===== src/rtl/cpu_pkg.sv =====
// cpu_pkg: pipeline-control types and constants shared by the CPU control blocks.
package cpu_pkg;
    typedef enum logic [1:0] {RUN, MD_WAIT, MD_ISSUE} state_t;
    localparam int REG_W = 5;
    localparam int PERF_W = 16;
    localparam logic [31:0] NOP = 32'b0;
endpackage


===== src/rtl/sat_counter.sv =====
// sat_counter: up-counter that sticks at all-ones instead of wrapping.
module sat_counter #(
    parameter int WIDTH = 16
) (
    input  logic             CLK,
    input  logic             RST_n,
    input  logic             inc,
    output logic [WIDTH-1:0] o_count
);
    always_ff @(posedge CLK or negedge RST_n)
        if (!RST_n)
            o_count <= '0;
        else if (inc && !(&o_count))
            o_count <= o_count + 1'b1;
endmodule


===== src/rtl/hazard_ctrl.sv =====
// hazard_ctrl: advance/stall/flush sequencing of PC, IF/ID and ID/EX with perf counters.
// Define MULDIV_STALL_EN to enable the multi-cycle mult/div stall.
module hazard_ctrl
    import cpu_pkg::*;
#(
    parameter int MULDIV_CYCLES = 32
) (
    input  logic              CLK,
    input  logic              RST_n,
    input  logic [REG_W-1:0]  ID_rs,
    input  logic [REG_W-1:0]  ID_rt,
    input  logic              ID_uses_rs,
    input  logic              ID_uses_rt,
    input  logic              ID_muldiv,
    input  logic              EX_memread,
    input  logic [REG_W-1:0]  EX_rd,
    input  logic              EX_branch_taken,
    output logic              PC_write,
    output logic              IFID_write,
    output logic              IFID_flush,
    output logic              IDEX_bubble,
    output logic              busy,
    output logic [PERF_W-1:0] stall_cnt,
    output logic [PERF_W-1:0] flush_cnt
);
    state_t w_state;
    logic   w_lu, w_md, w_pc, w_ifid, w_iflush, w_bub, w_flush_inc, w_unused;
    assign w_lu = EX_memread && (EX_rd != '0) &&
                  ((ID_uses_rs && ID_rs == EX_rd) || (ID_uses_rt && ID_rt == EX_rd));
`ifdef MULDIV_STALL_EN
    localparam int MD_W = $clog2(MULDIV_CYCLES + 1);
    state_t          r_state, w_next;
    logic [MD_W-1:0] r_md_cnt, w_md_next;
    assign w_state  = r_state;
    assign w_md     = ID_muldiv;
    assign w_unused = |NOP;
    always_ff @(posedge CLK or negedge RST_n)
        if (!RST_n) begin
            r_state  <= RUN;
            r_md_cnt <= '0;
        end else begin
            r_state  <= w_next;
            r_md_cnt <= w_md_next;
        end
    always_comb begin
        w_next    = r_state;
        w_md_next = r_md_cnt;
        case (r_state)
            RUN:
                if (!EX_branch_taken && !w_lu && ID_muldiv) begin
                    w_next    = MD_WAIT;
                    w_md_next = MD_W'(MULDIV_CYCLES - 1);
                end
            MD_WAIT: begin
                w_md_next = r_md_cnt - 1'b1;
                w_next    = (r_md_cnt == MD_W'(1)) ? MD_ISSUE : MD_WAIT;
            end
            default: w_next = RUN;
        endcase
    end
`else
    assign w_state  = RUN;
    assign w_md     = 1'b0;
    assign w_unused = |{NOP, ID_muldiv, MULDIV_CYCLES == 0};
`endif
    // Branch wins over load-use and mult/div: the ID instruction is squashed anyway.
    always_comb begin
        w_pc        = 1'b1;
        w_ifid      = 1'b1;
        w_iflush    = 1'b0;
        w_bub       = 1'b0;
        w_flush_inc = 1'b0;
        if (w_state == RUN && EX_branch_taken) begin
            w_iflush    = 1'b1;
            w_bub       = 1'b1;
            w_flush_inc = 1'b1;
        end else if (w_state == MD_WAIT || (w_state == RUN && (w_lu || w_md))) begin
            w_pc   = 1'b0;
            w_ifid = 1'b0;
            w_bub  = 1'b1;
        end
    end
    assign PC_write    = RST_n & w_pc;
    assign IFID_write  = RST_n & w_ifid;
    assign IFID_flush  = !RST_n | w_iflush;
    assign IDEX_bubble = !RST_n | w_bub;
    assign busy        = (w_state != RUN);
    sat_counter #(.WIDTH(PERF_W)) u_stall_cnt (
        .CLK(CLK), .RST_n(RST_n), .inc(!w_pc), .o_count(stall_cnt)
    );
    sat_counter #(.WIDTH(PERF_W)) u_flush_cnt (
        .CLK(CLK), .RST_n(RST_n), .inc(w_flush_inc), .o_count(flush_cnt)
    );
endmodule


===== config.mk =====
export PLATFORM = sky130hd
export DESIGN_NAME = hazard_ctrl
export DESIGN_NICKNAME = d
export VERILOG_FILES = /design/src/rtl/cpu_pkg.sv /design/src/rtl/sat_counter.sv /design/src/rtl/hazard_ctrl.sv
export SDC_FILE = /design/constraint.sdc
export NUM_CORES = 1
export LEC_CHECK = 0
export CORE_ASPECT_RATIO = 1.5
export CORE_MARGIN = 4
export CORE_UTILIZATION = 30
export DETAILED_ROUTE_END_ITERATION = 6
export HOLD_SLACK_MARGIN = 0.15
export PLACE_DENSITY = 0.61
export SETUP_SLACK_MARGIN = 0.02
export SYNTH_ARGS = -nofsm -noshare
export SYNTH_HDL_FRONTEND = slang
export SYNTH_HIERARCHICAL = 1
export SYNTH_SLANG_ARGS = --single-unit

===== constraint.sdc =====
create_clock -name CLK -period 2.7 [get_ports CLK]
set_clock_uncertainty 0.2 [all_clocks]
set_input_delay 0.675 -clock CLK [delete_from_list [all_inputs] [get_ports CLK]]
set_output_delay 0.675 -clock CLK [all_outputs]
set_load 0.01 [all_outputs]

==> key figures, run 1 <==
Layout
  – N_diodes: 0
  – Layout cells sized above 1: 29.7%
  – Fin util: 46.5%
  – Layout area overhead: 47.5%
  – Layout Nets: 269
  – Non-filler cells, final: 318
  – FF/Latch Area: 801 um2
  – Multi-input logic area: 1130 um2
  – Final instance area: 2750 um2
  – Filler instances: 590

Critical path
  – R2R Setup Slk: 0.63 ns
  – Crit path max fanout: 3
  – Slowest cell on crit path: nor4_2
  – FF-to-FF End: u_flush_cnt/o_count[1]$_DFFE_PN0P_
  – CP peak stage delay: 0.27 ns
  – Critical Path Start Type: input port
  – CP top delay family: buffers and inverters
  – Crit Path Category: in -> out
  – Reg2Reg Depth: 5
  – CP dominant cell by count: buf_4
  – Worst EP required: 1.82 ns
  – CP cell instances: buf_4, xor2_1, nor4_2, a32oi_2, buf_4, o21bai_1, buf_2
  – Crit. End Element: primary output
  – WP buf/inv: 3
  – Crit. Startpoint: EX_rd[1]
  – Arr. time, crit path: 1.82 ns
  – Worst r2r src: u_flush_cnt/o_count[0]$_DFFE_PN0P_

Synth
  – Post-Syn Area: 1870 um2
  – Avg Inst Size Synth: 10.8 um2
  – Syn nets: 197
  – Main flop type after synthesis: dfrtp_1
  – Synthesized flop and latch total: 32
  – Synth Warn #: 6
  – Synth cell types: 33
  – Post-synth ARST share: 100%
  – Post-Syn Instances: 173
  – Seq/Total Area, Yosys: 42.9%
  – Post-synth EDFFs: 0

Route
  – DRC viols: 0
  – Vias: 1564
  – DR iter-0 viols: 62
  – 1st-pass router iterations: 4
  – Post-Route WL: 4.31 mm
  – Vias/cell: 4.92
  – Wire per inst: 13.6 um
  – Routed Antenna Nets: 0

Placement
  – DP HPWL: 3.28 mm
  – Placed insts: 307
  – Routability Congestion: 0.736
  – Buffers on Ports: 56
  – DP Worst Slack: -0.774 ns
  – Dpl cell area: 2570 um2

Timing
  – Final period utilization: 99.8%
  – Final Hold Vio Count: 0
  – Max Fclk: 0.371 GHz
  – Worst Setup Slack, final: 0.00641 ns
  – Max-slew violations: 0
  – Hold slack: 0.328 ns
  – Unrepaired setup endpoints after global routing: true
  – Setup violations, final: 0
  – Worst slew pin tran: 0.494 ns
  – Crit path time final: 2.69 ns
  – Rel. slew slack: 66.8%
  – Post-route setup TNS: 0 ns

GRT
  – Grt ovf: 0
  – First-pass GRT wire length: 7.35 mm
  – GRT Overall Usage: 12.0%
  – Largest net degree at the start of global routing: 33
  – Vias in the first global route: 1560
  – Antenna violations before repair: 0

Die
  – Die Y: 105 um
  – Die width: 72.4 um
  – Core area: 5910 um2
  – Die area: 7570 um2
  – # IOs: 59
  – # rows: 34
  – Starting Density: 31.5%

Clock tree
  – Hold-fix buffers, CTS: 0
  – Root buffer cell: clkbuf_8
  – CTS tree: built
  – H-tree levels: 2
  – Clk Latency, worst-skew pair: 0.28 ns
  – Number of clock sinks: 32
  – Number of CTS-inserted buffers: 5
  – Worst-path clk slew: 0.07 ns
  – CTS Buffer Depth: 2

Min path
  – Beginning of the worst hold path: u_flush_cnt/o_count[7]$_DFFE_PN0P_
  – Hold path endpoint: u_flush_cnt/o_count[7]$_DFFE_PN0P_
  – Hold path depth: 1
  – Hold Path Class: reg -> reg

Power and ir drop
  – Leakage Power: 1.25 nW
  – PwrDens: 549 nW/um2
  – Peak supply drop: 0.327 mV
  – Total power: 1.51 mW

Flow run
  – Max Cap Viol: 0

Run status
  – Status: finished clean
-- cell families after synthesis --
group | share of synthesized area, %
compound gates | 4.23
simple gates | 29.7
xor+xnor | 15.0
buf+inv | 1.74
mux | 4.83
flops | 42.9
other cells | 0.201
fa+ha+maj | 1.34
-- cell type report --
type	instances	area share, %
multi-input cells	135	41.0
flip-flops and latches	32	29.1
repair buffers	69	21.8
clock buffers	7	3.50
well taps	72	3.27
clock inverters	1	1.09
inverters	2	0.273
-- Yosys cell counts, types with 4 or more instances --
| master | count | share of area, % |
|---|---|---|
| dfrtp_1 | 32 | 43 |
| nor4_2 | 5 | 3.4 |
| nand2_1 | 8 | 1.6 |
| and4_1 | 4 | 1.9 |
| nor3_1 | 11 | 3.0 |
| o21ai_0 | 4 | 1.1 |
| xnor2_1 | 8 | 3.8 |
| nand4_2 | 4 | 2.7 |
| mux2_2 | 8 | 4.8 |
| nor2_1 | 12 | 2.4 |
| nand2b_1 | 5 | 1.7 |
| nand3_1 | 12 | 3.2 |
| nand4_1 | 6 | 2.0 |
| xor2_1 | 24 | 11 |
-- power breakdown --
part / internal, mW / switching, mW
sequential: 0.542 / 0.104
combinational: 0.213 / 0.152
clock: 0.326 / 0.174
-- worst max path at each step --
stage	to	slack, ns	cells past startpoint
4_1_cts	IDEX_bubble	-0.02	7
6_report	IDEX_bubble	0.006	7
3_5_place_dp	PC_write	-0.77	6
3_3_place_gp	PC_write	-0.73	6
2_1_floorplan	u_stall_cnt/o_count[15]$_DFFE_PN0P_	0.07	8
5_1_grt	IDEX_bubble	-0.08	8
-- sequential cells by signal (all words and copies together), names as in the netlist --
register             count
u_flush_cnt/o_count     16
u_stall_cnt/o_count     16
-- timing repair --
item | 4_1_cts | 5_1_grt
gates resized for setup | 68 | 15
buffers inserted | 3 | 0
endpoints found under the setup margin | 19 | 12
pin swaps | 12 | 9
-- routing by layer --
| layer | global-route usage, % | part of all wire, % |
|---|---|---|
| met1 | 13.7 | 39 |
| met4 | 4.35 | 1.5 |
| met3 | 3.17 | 6.9 |
| met2 | 21.1 | 53 |
| met5 | 0 | 0 |
-- cells in the final DEF (no fill, tap or decap), types with 6 or more instances in the layout --
master            n
nor3_1            6
dfrtp_1          32
nor4_2            6
clkbuf_8          7
buf_2             9
nor2_1           12
xor2_1           22
nand4_1           6
buf_4            13
xnor2_1           7
nand3_1          11
mux2_2            8
clkdlybuf4s50_1  36
nand2_1           8
No activity file was read; power rests on OpenSTA's default activity.
==> run 2: changes to the inputs <==
--- a/config.mk
+++ b/config.mk
@@ -9,6 +9,7 @@
 export CORE_MARGIN = 4
 export CORE_UTILIZATION = 30
 export DETAILED_ROUTE_END_ITERATION = 6
+export GPL_ROUTABILITY_DRIVEN = 0
 export HOLD_SLACK_MARGIN = 0.15
 export PLACE_DENSITY = 0.61
 export SETUP_SLACK_MARGIN = 0.02
==> results of run 2 <==
The final DEF is identical to that of run 1; final timing and power are the same.
==> run 3: changes to the inputs <==
--- a/config.mk
+++ b/config.mk
@@ -11,7 +11,7 @@
 export DETAILED_ROUTE_END_ITERATION = 6
 export GPL_ROUTABILITY_DRIVEN = 0
 export HOLD_SLACK_MARGIN = 0.15
-export PLACE_DENSITY = 0.61
+export PLACE_DENSITY = 0.63
 export SETUP_SLACK_MARGIN = 0.02
 export SYNTH_ARGS = -nofsm -noshare
 export SYNTH_HDL_FRONTEND = slang
==> constraint.sdc (replaced) <==
create_clock -name CLK -period 2.2 [get_ports CLK]
set_clock_uncertainty 0.2 [all_clocks]
set_input_delay 0.55 -clock CLK [delete_from_list [all_inputs] [get_ports CLK]]
set_output_delay 0.55 -clock CLK [all_outputs]
set_load 0.01 [all_outputs]
==> run 3 against run 2 <==
The flow now finishes with violations (negative setup slack); core utilization grew 1.6 points; total power grew 14%; die area is the same; clock power shrank 7.6%; sequential power grew 23%; sequential share of layout area shrank 0.87 points; worst setup slack lost 0.25 ns.
==> key figures, run 3 (synthesized netlist as in run 1, its figures left out) <==
Route
  – Wire per inst: 14.4 um
  – Vias: 1585
  – Met2 wire len: 2.44 mm
  – Top Metal Used: met4
  – Vias/cell: 4.92
  – DRC viols: 0
  – M1 wire length: 1.79 mm
  – Post-Route WL: 4.64 mm
  – DR iter-0 viols: 50
  – Routed Antenna Nets: 0
  – 1st-pass router iterations: 4
  – Met3 wire len: 307 um

Min path
  – Beginning of the worst hold path: u_flush_cnt/o_count[7]$_DFFE_PN0P_
  – Hold Path Class: reg -> reg

Layout
  – Top flop regs: u_flush_cnt/o_count x16, u_stall_cnt/o_count x16
  – Filler instances: 593
  – Layout Nets: 273
  – Most common cell after layout, fill and taps aside: clkdlybuf4s50_1
  – Non-filler cells, final: 322
  – N_diodes: 0
  – Final instance area: 2850 um2
  – Layout cells sized above 1: 33.2%
  – Layout area overhead: 52.5%
  – Commonest non-fill, non-tap cells in the layout: clkdlybuf4s50_1 (35), dfrtp_1 (30), xor2_1 (23), buf_4 (15), nand3_1 (10)

Critical path
  – Arr. time, crit path: 1.70 ns
  – Crit path max fanout: 3
  – Worst r2r src: u_stall_cnt/o_count[0]$_DFFE_PN0P_
  – CP cell instances: buf_4, xor2_1, nor4_2, a32oi_2, o31a_1, buf_2
  – Crit Path Category: in -> out
  – Worst EP required: 1.45 ns
  – Critical Path Start Type: input port
  – CP peak stage delay: 0.33 ns
  – Crit. End Element: primary output
  – Crit. Startpoint: EX_rd[4]
  – Slowest cell on crit path: nor4_2

Power and ir drop
  – Peak supply drop: 0.366 mV
  – PwrDens: 605 nW/um2
  – Leakage Power: 1.26 nW
  – Total power: 1.72 mW

Die
  – Die Y: 105 um
  – Core area: 5910 um2
  – Die width: 72.4 um
  – Starting Density: 31.5%
  – # IOs: 59
  – Die area: 7570 um2
  – # rows: 34

Clock tree
  – Number of CTS-inserted buffers: 5
  – CTS Buffer Depth: 2
  – Clk Latency, worst-skew pair: 0.28 ns
  – Worst-path clk slew: 0.07 ns
  – Number of clock sinks: 32
  – CTS tree: built
  – Root buffer cell: clkbuf_8
  – H-tree levels: 2

GRT
  – Largest net degree at the start of global routing: 33
  – First-pass GRT wire length: 7.76 mm
  – Antenna violations before repair: 0
  – Vias in the first global route: 1678
  – GRT Overall Usage: 12.9%
  – Grt ovf: 0

Placement
  – Dpl cell area: 2640 um2
  – DP HPWL: 3.32 mm
  – Placed insts: 312
  – Buffers on Ports: 56

Timing
  – Setup violations, final: 14
  – Final period utilization: 111%
  – Max-slew violations: 0
  – Hold slack: 0.325 ns
  – Final Hold Vio Count: 0
  – Worst Setup Slack, final: -0.248 ns
  – Max Fclk: 0.409 GHz
  – Unrepaired setup endpoints after global routing: true
  – Crit path time final: 2.45 ns

Run status
  – Failing checks: negative setup slack
  – Status: finished with violations

Flow run
  – Max Cap Viol: 0
==> run 3: what timing repair did <==
action                     4_1_cts  5_1_grt
pin swaps                       15        4
hold buffers                     0        0
setup buffers                    3        1
resized for setup               83       13
setup endpoints to repair       20       21
hold endpoints to repair         0        0
==> run 3: worst paths after layout <==
path,end,slack [ns],cells past startpoint
max,IFID_write,-0.25,6
min,u_flush_cnt/o_count[7]$_DFFE_PN0P_,0.32,1
max reg2reg,u_stall_cnt/o_count[1]$_DFFE_PN0P_,0.21,5
min reg2reg,u_flush_cnt/o_count[7]$_DFFE_PN0P_,0.32,1
max in group asynchronous,u_stall_cnt/o_count[3]$_DFFE_PN0P_,1.07,2
min in group asynchronous,u_stall_cnt/o_count[1]$_DFFE_PN0P_,0.42,2
==> run 3: area by class of cell <==
type / count / area, um2 / area share [%]
repair buffers: 73 / 654 / 23.0
clock buffers: 8 / 90.1 / 3.17
multi-input cells: 135 / 1200 / 42.2
well taps: 72 / 90.1 / 3.17
inverters: 2 / 7.51 / 0.264
flip-flops and latches: 32 / 803 / 28.2
==> run 3: power breakdown <==
group / internal, mW / switching (mW) / leakage [nW] / total (mW)
clock: 0.255 / 0.207 / 0.0455 / 0.462
sequential: 0.666 / 0.129 / 0.430 / 0.794
combinational: 0.272 / 0.193 / 0.783 / 0.465
==> run 3: worst max-delay path, delay by kind of cell <==
kind / cells / cell delay (ns)
simple gates: 1 / 0.33
compound gates: 2 / 0.38
buf+inv: 2 / 0.28
xor+xnor: 1 / 0.17
==> run 3: per-layer routing <==
| layer | global-route usage [%] | vias to the layer above |
|---|---|---|
| met5 | 0 | - |
| met4 | 6.33 | 0 |
| met3 | 3.94 | 9 |
| met2 | 21.9 | 50 |
| met1 | 14.4 | 754 |
| li1 | - | 772 |
==> run 3: metrics by stage <==
| step | TNS [ns] | util, % | worst slack, ns |
|---|---|---|---|
| floorplan | -2.29 | - | -0.243 |
| global placement | -17.32 | 44.6 | -1.03 |
| detailed placement | -18.24 | 44.6 | -1.02 |
| CTS | -1.87 | 47.2 | -0.264 |
| global route | -3.87 | 48.1 | -0.321 |
| finish | -2.20 | 48.1 | -0.248 |
